[config.mk]
export PLATFORM = sky130hd
export DESIGN_NAME = histogram_fill_drain_flat
export DESIGN_NICKNAME = d
export VERILOG_FILES = /design/src/rtl/histogram_fill_drain_if.sv /design/src/rtl/histogram_fill_drain.sv /design/src/flat_wrapper.sv
export SDC_FILE = /design/constraint.sdc
export NUM_CORES = 1
export LEC_CHECK = 0
export ABC_AREA = 1
export CORE_MARGIN = 1.5
export CORE_UTILIZATION = 55
export CTS_BUF_LIST = sky130_fd_sc_hd__clkbuf_4 sky130_fd_sc_hd__clkbuf_8
export CTS_CLUSTER_SIZE = 40
export DETAILED_ROUTE_END_ITERATION = 8
export MAX_ROUTING_LAYER = met4
export PLACE_DENSITY = 0.71
export SYNTH_ARGS = -nofsm -noshare
export SYNTH_HDL_FRONTEND = slang
export SYNTH_SLANG_ARGS = --single-unit
[constraint.sdc]
create_clock -name clk -period 15.8 [get_ports clk]
set_input_delay 3.16 -clock clk [delete_from_list [all_inputs] [get_ports clk]]
set_output_delay 3.16 -clock clk [all_outputs]
set_load 0.02 [all_outputs]
[src/rtl/histogram_fill_drain_if.sv]
// Hit input stream and drain output stream of the r-bin histogram.
// The histogram itself uses the slave view; the producer/consumer side uses master.
interface histogram_fill_drain_if #(
  parameter int unsigned RBIN_WIDTH = 8,
  parameter int unsigned CNT_WIDTH  = 4
);
  logic [RBIN_WIDTH-1:0] in_data;
  logic                  in_valid;
  logic                  in_last;
  logic                  in_ready;
  logic [RBIN_WIDTH-2:0] out_bin;
  logic [CNT_WIDTH-1:0]  out_count;
  logic                  out_valid;
  logic                  out_ready;

  modport master (
    output in_data, in_valid, in_last, out_ready,
    input  in_ready, out_bin, out_count, out_valid
  );

  modport slave (
    input  in_data, in_valid, in_last, out_ready,
    output in_ready, out_bin, out_count, out_valid
  );
endinterface

[src/rtl/histogram_fill_drain.sv]
// Per-event r-bin histogram: saturating fill with running max, thresholded in-order drain,
// then a one-cycle self-clear before the next event.
module histogram_fill_drain #(
  parameter int unsigned RBINS      = 128,
  parameter int unsigned RBIN_WIDTH = 8,
  parameter int unsigned CNT_WIDTH  = 4
) (
  input  logic                  clk,
  input  logic                  rst_n,
  input  logic                  clear_i,
  histogram_fill_drain_if.slave bus,
  input  logic [CNT_WIDTH-1:0]  thr_i,
  output logic [RBIN_WIDTH-2:0] max_bin,
  output logic [CNT_WIDTH-1:0]  max_count,
  output logic                  max_vld,
  output logic                  done_o,
  output logic                  busy_o,
  output logic                  ovf_o
);
  localparam int unsigned IW = RBIN_WIDTH - 1;

  typedef enum logic [1:0] {StFill, StDrain, StClear} state_e;
  state_e state_q, state_d;

  logic [CNT_WIDTH-1:0] bin_q [RBINS];

  logic [IW-1:0]        max_bin_q, max_bin_d, ptr_q, ptr_d, out_bin_q, out_bin_d;
  logic [CNT_WIDTH-1:0] max_cnt_q, max_cnt_d, thr_q, thr_d, out_cnt_q, out_cnt_d;
  logic                 max_vld_q, max_vld_d, ovf_q, ovf_d;
  logic                 scan_end_q, scan_end_d, out_valid_q, out_valid_d;

  logic                 in_fire, hit_ok, hit_sat, hit_inc;
  logic [IW-1:0]        idx;
  logic [CNT_WIDTH-1:0] hit_cur, hit_cnt;
  logic                 soft_rst;

  assign soft_rst = !rst_n || clear_i;

  assign idx     = bus.in_data[IW-1:0];
  assign in_fire = bus.in_valid && bus.in_ready;
  assign hit_ok  = in_fire && !bus.in_data[RBIN_WIDTH-1] && (32'(idx) < RBINS);
  assign hit_cur = bin_q[idx];
  assign hit_sat = (hit_cur == '1);
  assign hit_inc = hit_ok && !hit_sat;
  assign hit_cnt = hit_cur + CNT_WIDTH'(1);

  // State register
  always_ff @(posedge clk) begin
    if (soft_rst) state_q <= StFill;
    else          state_q <= state_d;
  end

  // Next-state logic
  always_comb begin
    state_d = state_q;
    unique case (state_q)
      StFill:  if (in_fire && bus.in_last) state_d = StDrain;
      StDrain: if (done_o) state_d = StClear;
      StClear: state_d = StFill;
      default: state_d = StFill;
    endcase
  end

  // FSM outputs
  always_comb begin
    bus.in_ready = (state_q == StFill);
    busy_o       = (state_q != StFill);
    done_o       = (state_q == StDrain) && scan_end_q && !out_valid_q;
  end

  always_ff @(posedge clk) begin
    if (soft_rst || state_q == StClear) begin
      for (int unsigned i = 0; i < RBINS; i++) bin_q[i] <= '0;
    end else if (hit_inc) begin
      bin_q[idx] <= hit_cnt;
    end
  end

  always_comb begin
    max_bin_d   = max_bin_q;
    max_cnt_d   = max_cnt_q;
    max_vld_d   = 1'b0;
    ovf_d       = ovf_q;
    thr_d       = thr_q;
    ptr_d       = ptr_q;
    scan_end_d  = scan_end_q;
    out_valid_d = out_valid_q;
    out_bin_d   = out_bin_q;
    out_cnt_d   = out_cnt_q;
    unique case (state_q)
      StFill: begin
        if (hit_ok && hit_sat) begin
          ovf_d = 1'b1;
        end else if (hit_inc && hit_cnt > max_cnt_q) begin
          max_bin_d = idx;
          max_cnt_d = hit_cnt;
          max_vld_d = 1'b1;
        end
        if (in_fire && bus.in_last) thr_d = thr_i;
      end
      StDrain: begin
        if (out_valid_q && bus.out_ready) out_valid_d = 1'b0;
        // Scan only when the output register is free or being consumed this cycle.
        if (!scan_end_q && (!out_valid_q || bus.out_ready)) begin
          if (bin_q[ptr_q] >= thr_q) begin
            out_valid_d = 1'b1;
            out_bin_d   = ptr_q;
            out_cnt_d   = bin_q[ptr_q];
          end
          if (32'(ptr_q) == RBINS - 1) scan_end_d = 1'b1;
          else                         ptr_d      = ptr_q + IW'(1);
        end
      end
      StClear: begin
        max_bin_d   = '0;
        max_cnt_d   = '0;
        ovf_d       = 1'b0;
        ptr_d       = '0;
        scan_end_d  = 1'b0;
        out_valid_d = 1'b0;
      end
      default: ;
    endcase
  end

  always_ff @(posedge clk) begin
    if (soft_rst) begin
      max_bin_q   <= '0;
      max_cnt_q   <= '0;
      max_vld_q   <= 1'b0;
      ovf_q       <= 1'b0;
      thr_q       <= '0;
      ptr_q       <= '0;
      scan_end_q  <= 1'b0;
      out_valid_q <= 1'b0;
      out_bin_q   <= '0;
      out_cnt_q   <= '0;
    end else begin
      max_bin_q   <= max_bin_d;
      max_cnt_q   <= max_cnt_d;
      max_vld_q   <= max_vld_d;
      ovf_q       <= ovf_d;
      thr_q       <= thr_d;
      ptr_q       <= ptr_d;
      scan_end_q  <= scan_end_d;
      out_valid_q <= out_valid_d;
      out_bin_q   <= out_bin_d;
      out_cnt_q   <= out_cnt_d;
    end
  end

  assign max_bin       = max_bin_q;
  assign max_count     = max_cnt_q;
  assign max_vld       = max_vld_q;
  assign ovf_o         = ovf_q;
  assign bus.out_valid = out_valid_q;
  assign bus.out_bin   = out_bin_q;
  assign bus.out_count = out_cnt_q;
endmodule

[src/flat_wrapper.sv]
// flat-port wrapper written by rule: the top's interface ports become plain ports
module histogram_fill_drain_flat 
#(
  parameter int unsigned RBINS      = 128,
  parameter int unsigned RBIN_WIDTH = 8,
  parameter int unsigned CNT_WIDTH  = 4
)
  (clk, rst_n, clear_i, thr_i, max_bin, max_count, max_vld, done_o, busy_o, ovf_o, bus_in_data, bus_in_valid, bus_in_last, bus_out_ready, bus_in_ready, bus_out_bin, bus_out_count, bus_out_valid);
  histogram_fill_drain_if #(.RBIN_WIDTH(RBIN_WIDTH), .CNT_WIDTH(CNT_WIDTH)) bus_i ();
  input  logic clk;
  input  logic rst_n;
  input  logic clear_i;
  input  logic [CNT_WIDTH-1:0] thr_i;
  output logic [RBIN_WIDTH-2:0] max_bin;
  output logic [CNT_WIDTH-1:0] max_count;
  output logic max_vld;
  output logic done_o;
  output logic busy_o;
  output logic ovf_o;
  input wire logic [$bits(bus_i.in_data)-1:0] bus_in_data;
  input wire logic [$bits(bus_i.in_valid)-1:0] bus_in_valid;
  input wire logic [$bits(bus_i.in_last)-1:0] bus_in_last;
  input wire logic [$bits(bus_i.out_ready)-1:0] bus_out_ready;
  output wire logic [$bits(bus_i.in_ready)-1:0] bus_in_ready;
  output wire logic [$bits(bus_i.out_bin)-1:0] bus_out_bin;
  output wire logic [$bits(bus_i.out_count)-1:0] bus_out_count;
  output wire logic [$bits(bus_i.out_valid)-1:0] bus_out_valid;
  assign bus_i.in_data = bus_in_data;
  assign bus_i.in_valid = bus_in_valid;
  assign bus_i.in_last = bus_in_last;
  assign bus_i.out_ready = bus_out_ready;
  assign bus_in_ready = bus_i.in_ready;
  assign bus_out_bin = bus_i.out_bin;
  assign bus_out_count = bus_i.out_count;
  assign bus_out_valid = bus_i.out_valid;
  histogram_fill_drain #(.RBINS(RBINS), .RBIN_WIDTH(RBIN_WIDTH), .CNT_WIDTH(CNT_WIDTH)) u_core (.clk(clk), .rst_n(rst_n), .clear_i(clear_i), .bus(bus_i), .thr_i(thr_i), .max_bin(max_bin), .max_count(max_count), .max_vld(max_vld), .done_o(done_o), .busy_o(busy_o), .ovf_o(ovf_o));
endmodule
Yosys cells after proc, flatten, opt, wreduce, memory -nomap -nowiden:

Memories as Yosys holds them, arrays and structs flattened. A register that Yosys moved wholly into a read port is not among the register bits.
Index checks and enable logic that the tools add are counted.
W data, S select, Z words.

* bitwise operators: 1
* mux-type cells: 32
* $add $sub $neg: 2
* shift-type cells: 0
* eq/ne operators: 12
* divide/modulo/power cells: 0
* reductions and logical operators: 31
* $mul: 0
* $lt $le $gt $ge: 2

Operators with widths (number)
* $mux W7: 7
* $pmux W7 S2: 2
* $ne A2 B2 Y1 const B: 8
* $mux W1: 13
* $mux W4: 3
* $reduce_and A3 Y1: 4
* $logic_and A1 B1 Y1: 10
* $pmux W4 S2: 1
* $add A7 B1 Y7 const B: 1
* $eq A7 B7 Y1 const B: 1
* $pmux W1 S2: 3
* $reduce_and A2 Y1: 3
* $reduce_bool A2 Y1: 3
* $logic_not A1 Y1: 5
* $add A4 B1 Y4 const B: 1
* $eq A4 B4 Y1 const B: 1
* $ge A4 B4 Y1: 1
* $gt A4 B4 Y1: 1
* $mux W2: 2
* $pmux W2 S2: 1
* $reduce_or A4 Y1: 1
* $logic_or A1 B1 Y1: 3
* $reduce_or A3 Y1: 1
* $eq A2 B1 Y1 const B: 1
* 3 further kinds: 3

* register bits after elaboration: 39
* latch bits: 0
* memories kept: 1
* output and inout bits: 28
* bits in read-only memories: 0
* memory bits (writable): 512

Memories
* u_core.bin_q: depth 128, bits a word 4, rd ports 2, clocked after memory_dff 1, wr ports 128, line histogram_fill_drain.sv:25 `logic [CNT_WIDTH-1:0] bin_q [RBINS];`

Logic depth before layout (Yosys ltp):

* depth after elaboration: 9
* mapped depth: 34
* depth with buffers taken out: 28

Least setup slack after synthesis:

Ideal clock, no wire load.

* path kind: in2reg
* start point: input bus_in_data[1]
* end point: register u_core.max_cnt_q[2], in the netlist u_core.max_count[2]
* path buffers: 6
* data required time: 15.672 ns
* library setup time: 0.128 ns
* stages: 29
* arrival time: 7.212 ns
* slack: 8.461 ns
* cells stage by stage: buf_4 clkinv_1 nor2_1 buf_2 inv_1 nor2_1 nand2_1 nand4_1 nand2_1 nand3_1 nor2_1 nand2_1 clkbuf_1 ha_1 xor2_1 clkbuf_1 clkbuf_1 inv_1 ha_1 nand2_1 inv_1 o21ai_0 a32oi_1 nand3_1 nand2_1 nand2_1 buf_2 o21ai_0 nor2_1

* elaborated cells on any way between the ends: 14

RTL lines
* start: declaration: line flat_wrapper.sv:20 `input wire logic [$bits(bus_i.in_data)-1:0] bus_in_data;`
* $mem_v2 Z128 W4 (*)
* $add A4 B1 Y4 (*): line histogram_fill_drain.sv:45 `assign hit_cnt = hit_cur + CNT_WIDTH'(1);`
* via u_core.hit_cnt[2]: line histogram_fill_drain.sv:34 `logic [CNT_WIDTH-1:0] hit_cur, hit_cnt;`
* $gt A4 B4 Y1: line histogram_fill_drain.sv:94 `end else if (hit_inc && hit_cnt > max_cnt_q) begin`
* $logic_and A1 B1 Y1: line histogram_fill_drain.sv:94
* $ne A2 B2 Y1 (no line)
* $reduce_and A3 Y1 (no line)
* end signal: assignment: line histogram_fill_drain.sv:140 `max_cnt_q <= max_cnt_d;`
* end: declaration: line histogram_fill_drain.sv:28 `logic [CNT_WIDTH-1:0] max_cnt_q, max_cnt_d, thr_q, thr_d, out_cnt_q, out_cnt_d;`

The timed path passes the listed nets; every way through them passes the cells marked *. The select of a mux whose other input is x is not followed.
A chain may end at the register's enable or synchronous reset.

Worst setup path in the final report:

* start point: input bus_in_data[0]
* end point: register u_core.max_cnt_q[1], in the netlist u_core.max_count[1]

* elaborated cells on any way between the ends: 14

RTL lines (line)
* $mem_v2 Z128 W4
* $add A4 B1 Y4: histogram_fill_drain.sv:45
* via u_core.hit_cnt[3]: histogram_fill_drain.sv:34
* $gt A4 B4 Y1: histogram_fill_drain.sv:94
* $logic_and A1 B1 Y1: histogram_fill_drain.sv:94
* $ne A2 B2 Y1 (no line)
* $reduce_and A3 Y1 (no line)

The timed path passes the listed nets, and every way through them passes these cells. The select of a mux whose other input is x is not followed.

==> key figures <==
CTS
  – Sink Count: 558
  – CTS resizes: 0
  – Bufs on Longest Clock Path: 3
  – CTS tree: built
  – Register clock-pin slew on the reported worst setup and hold paths: 0.06 ns
  – Buffers inserted by post-CTS timing repair: 0
  – CTS Buf Count: 93
  – H-Tree Depth: 3
  – CTS Hold Bufs: 0
  – CTS root buffer: clkbuf_8
  – Worst-Skew Late Latency: 0.73 ns

Timing
  – Slew @ Worst Pin: 1.18 ns
  – Highest clock rate: 0.111 GHz
  – Final setup margin: 6.82 ns
  – Final worst path period share: 56.9%
  – TNS Setup: 0 ns
  – RSZ-0062 raised after global routing: false
  – Rel. slew slack: 21.3%
  – Final Max Tran Viols: 0
  – Tmin final: 8.98 ns
  – Clock skew: 0.0599 ns
  – Hold Fails Final Rpt: 0
  – Setup violations, final: 0

Final layout
  – Multi-input gate area: 13000 um^2
  – Register area: 16300 um^2
  – Final Cell Area: 34100 um^2
  – Nets: 4082
  – Layout area overhead: 8.11%
  – Share of cells above drive strength 1: 5.89%
  – Fill cell count: 5063
  – Util after Layout: 60.3%

Synthesis
  – Yosys warns: 0
  – Post-Synthesis Cells: 4156
  – Syn nets: 4187
  – Yosys cell types: 37
  – Synth Area per Inst: 7.59 um^2
  – Synth area leader: edfxtp_1
  – Synth Register Bits: 558
  – Post-synth top area share: 48.8%
  – Synth top area cells: edfxtp_1 (49%), nand2_1 (15%), nor2_1 (9.2%), o21ai_0 (7.2%), a21oi_1 (3.4%)
  – Sequential-to-total area share from yosys stat: 51.7%
  – Area of the mapped netlist: 31500 um^2

Place
  – GP Congestion: 0.961
  – Placed inst area: 32100 um^2
  – # port buffers: 45
  – Setup WS pre-CTS: 6.28 ns
  – DP HPWL: 61.0 mm

Floorplan
  – Num ports: 46
  – Core ar.: 56500 um^2
  – Row cnt: 87
  – Starting density of the core: 55.8%
  – Chip width: 242 um
  – DIE AREA: 58800 um^2
  – Die Ht: 242 um

Worst setup path
  – Max incr delay on CP: 0.79 ns
  – Critical path endpoint category: flop
  – Critical path class: primary input to flop
  – CP Launch Type: primary input
  – Slowest cell on crit path: buf_4
  – Flop-to-flop setup slack: 9.62 ns
  – Top cell by count, worst path: nand2_1
  – FF-to-FF path depth: 16
  – Reg2reg end: u_core.bus.out_bin[2]
  – Crit Path Max Fanout: 113
  – WP data required: 16.39 ns
  – Worst Path Arrival: 9.57 ns

Route
  – Residual DRC: 0
  – Drt total wl: 103 mm
  – Post-DRT Antenna Nets: 0
  – First-pass DRT Iterations: 8
  – Avg WL per Cell: 21.1 um
  – Vias/cell: 5.99
  – Detailed-route via count: 29300
  – Initial DRC count: 3809

Power
  – Power share of the sequential group: 48.9%
  – Pint: 2500 uW
  – Power per cell area: 102 nW/um^2
  – Sw Ratio: 28.2%
  – Leakage: 0.0141 uW
  – Worst IR Drop VDD: 69.2 uV
  – Combinational Power Share: 12.1%
  – Sw power: 981 uW
  – Clock power frac: 39.1%

Global route
  – Initial antenna violation count: 5
  – Global Route Usage Sum: 35.5%
  – First-pass GRT wire length: 155 mm
  – Vias in the first global route: 26500
  – Overflow after GRT: 0
  – Largest net degree at the start of global routing: 157

Worst hold path
  – Hold Crit Start: u_core.thr_q[0]
  – Worst min path class: flop to flop
  – Worst hold path stage count: 2
  – Sink of the worst hold path: u_core.thr_q[0]

Job
  – Max-cap violations: 0

Run status
  – Status: complete, no violations
==> area by class of cell <==
cell class | count | share of cell area, %
diodes | 5 | 0.0367
clock buffers | 135 | 4.90
clock inverters | 34 | 0.763
inverters | 295 | 3.28
multi-input cells | 3012 | 38.1
flip-flops and latches | 558 | 47.8
well taps | 756 | 2.77
repair buffers | 91 | 2.36
==> stage by stage <==
step                hold WS (ns)  total power [uW]  instances
floorplan                  0.428              1990       4156
global placement           0.448              2130       4712
detailed placement         0.448              2130       4712
CTS                        0.457              3470       4881
global route               0.483              3580       4886
finish                     0.454              3480       4886
==> power by group through the flow <==
stage                     Combinational (uW)  Sequential, uW  Clock [uW]
after floorplan                          271            1720           0
after global placement                   404            1730           0
after detailed placement                 405            1730           0
after CTS                                407            1700        1360
after global routing                     450            1700        1430
final                                    420            1700        1360
==> sequential cells by signal, indices dropped and copies added (netlist names), 2 cells and up, named ones only <==
register and flops:
u_core.bus.out_bin 7, u_core.bin_q 512, u_core.ptr_q 7, u_core.max_bin 7
u_core.max_count 4, u_core.thr_q 4, u_core.bus.out_count 4, u_core.state_q 2
==> metal layers <==
layer / part of all wire, % / GRT usage [%]
met1: 38 / 46.0
met5: 0 / -
met3: 13 / 7.70
met4: 5.3 / 18.3
met2: 44 / 52.6
==> how the worst max path moves through the flow <==
stage,slack (ns),to,startpoint
global route,6.42,u_core.max_count[2],bus_in_data[0]
floorplan,8.46,u_core.max_count[2],bus_in_data[1]
detailed placement,6.28,u_core.max_count[2],bus_in_data[0]
CTS,7.00,u_core.max_count[2],bus_in_data[0]
finish,6.82,u_core.max_count[1],bus_in_data[0]
global placement,6.33,u_core.max_count[1],bus_in_data[0]
==> cell families (layout without fill, tap and decap cells) <==
logic type / after synthesis / count (layout) / share of synthesized area [%]
DFF: 558 / 558 / 51.7
AOI/OAI and AO/OA: 757 / 757 / 12.5
and+or+nand+nor: 2239 / 2239 / 27.8
adders and majority gates: 13 / 13 / 0.516
xor gates and xnor gates: 3 / 3 / 0.0833
other: 0 / 5 / 0
buffers and inverters: 586 / 555 / 7.36
==> cells in the final DEF, fill, tap and decap left out, types with 5 or more instances in the layout <==
cell type	instances
nor3_1	5
edfxtp_1	512
nand3_1	158
a21oi_1	216
o21ai_0	451
o21ai_1	12
nor2_1	769
inv_1	281
o221ai_1	12
clkinv_2	12
nor2_2	6
clkbuf_8	105
o22ai_1	42
diode_2	5
dfxtp_1	43
nand4_1	14
o211ai_1	9
or2_2	11
clkdlybuf4s50_1	42
o31ai_1	7
ha_1	13
nand2_1	1258
clkinv_1	22
clkbuf_4	30
buf_4	46
==> cell usage after synthesis (all sizes together) <==
master	instances
nor3b	1
a22oi	1
clkinv	6
nand2	1260
a211oi	2
a31o	1
o22ai	42
nor2	778
edfxtp	512
buf	93
a32oi	1
nand3	159
nand4	14
xor2	3
a221oi	3
o211ai	9
ha	13
nor3	10
and2	3
o221ai	12
clkbuf	198
o31ai	7
inv	289
dfxtp	46
a21oi	216
o21ai	463
or2	14
==> critical path: cells and delay by family <==
kind	cells	cell delay, ns
compound gates	2	0.43
fa+ha+maj	1	0.26
buf+inv	6	2.68
simple gates	20	2.88
No activity file was read; power rests on OpenSTA's default activity.
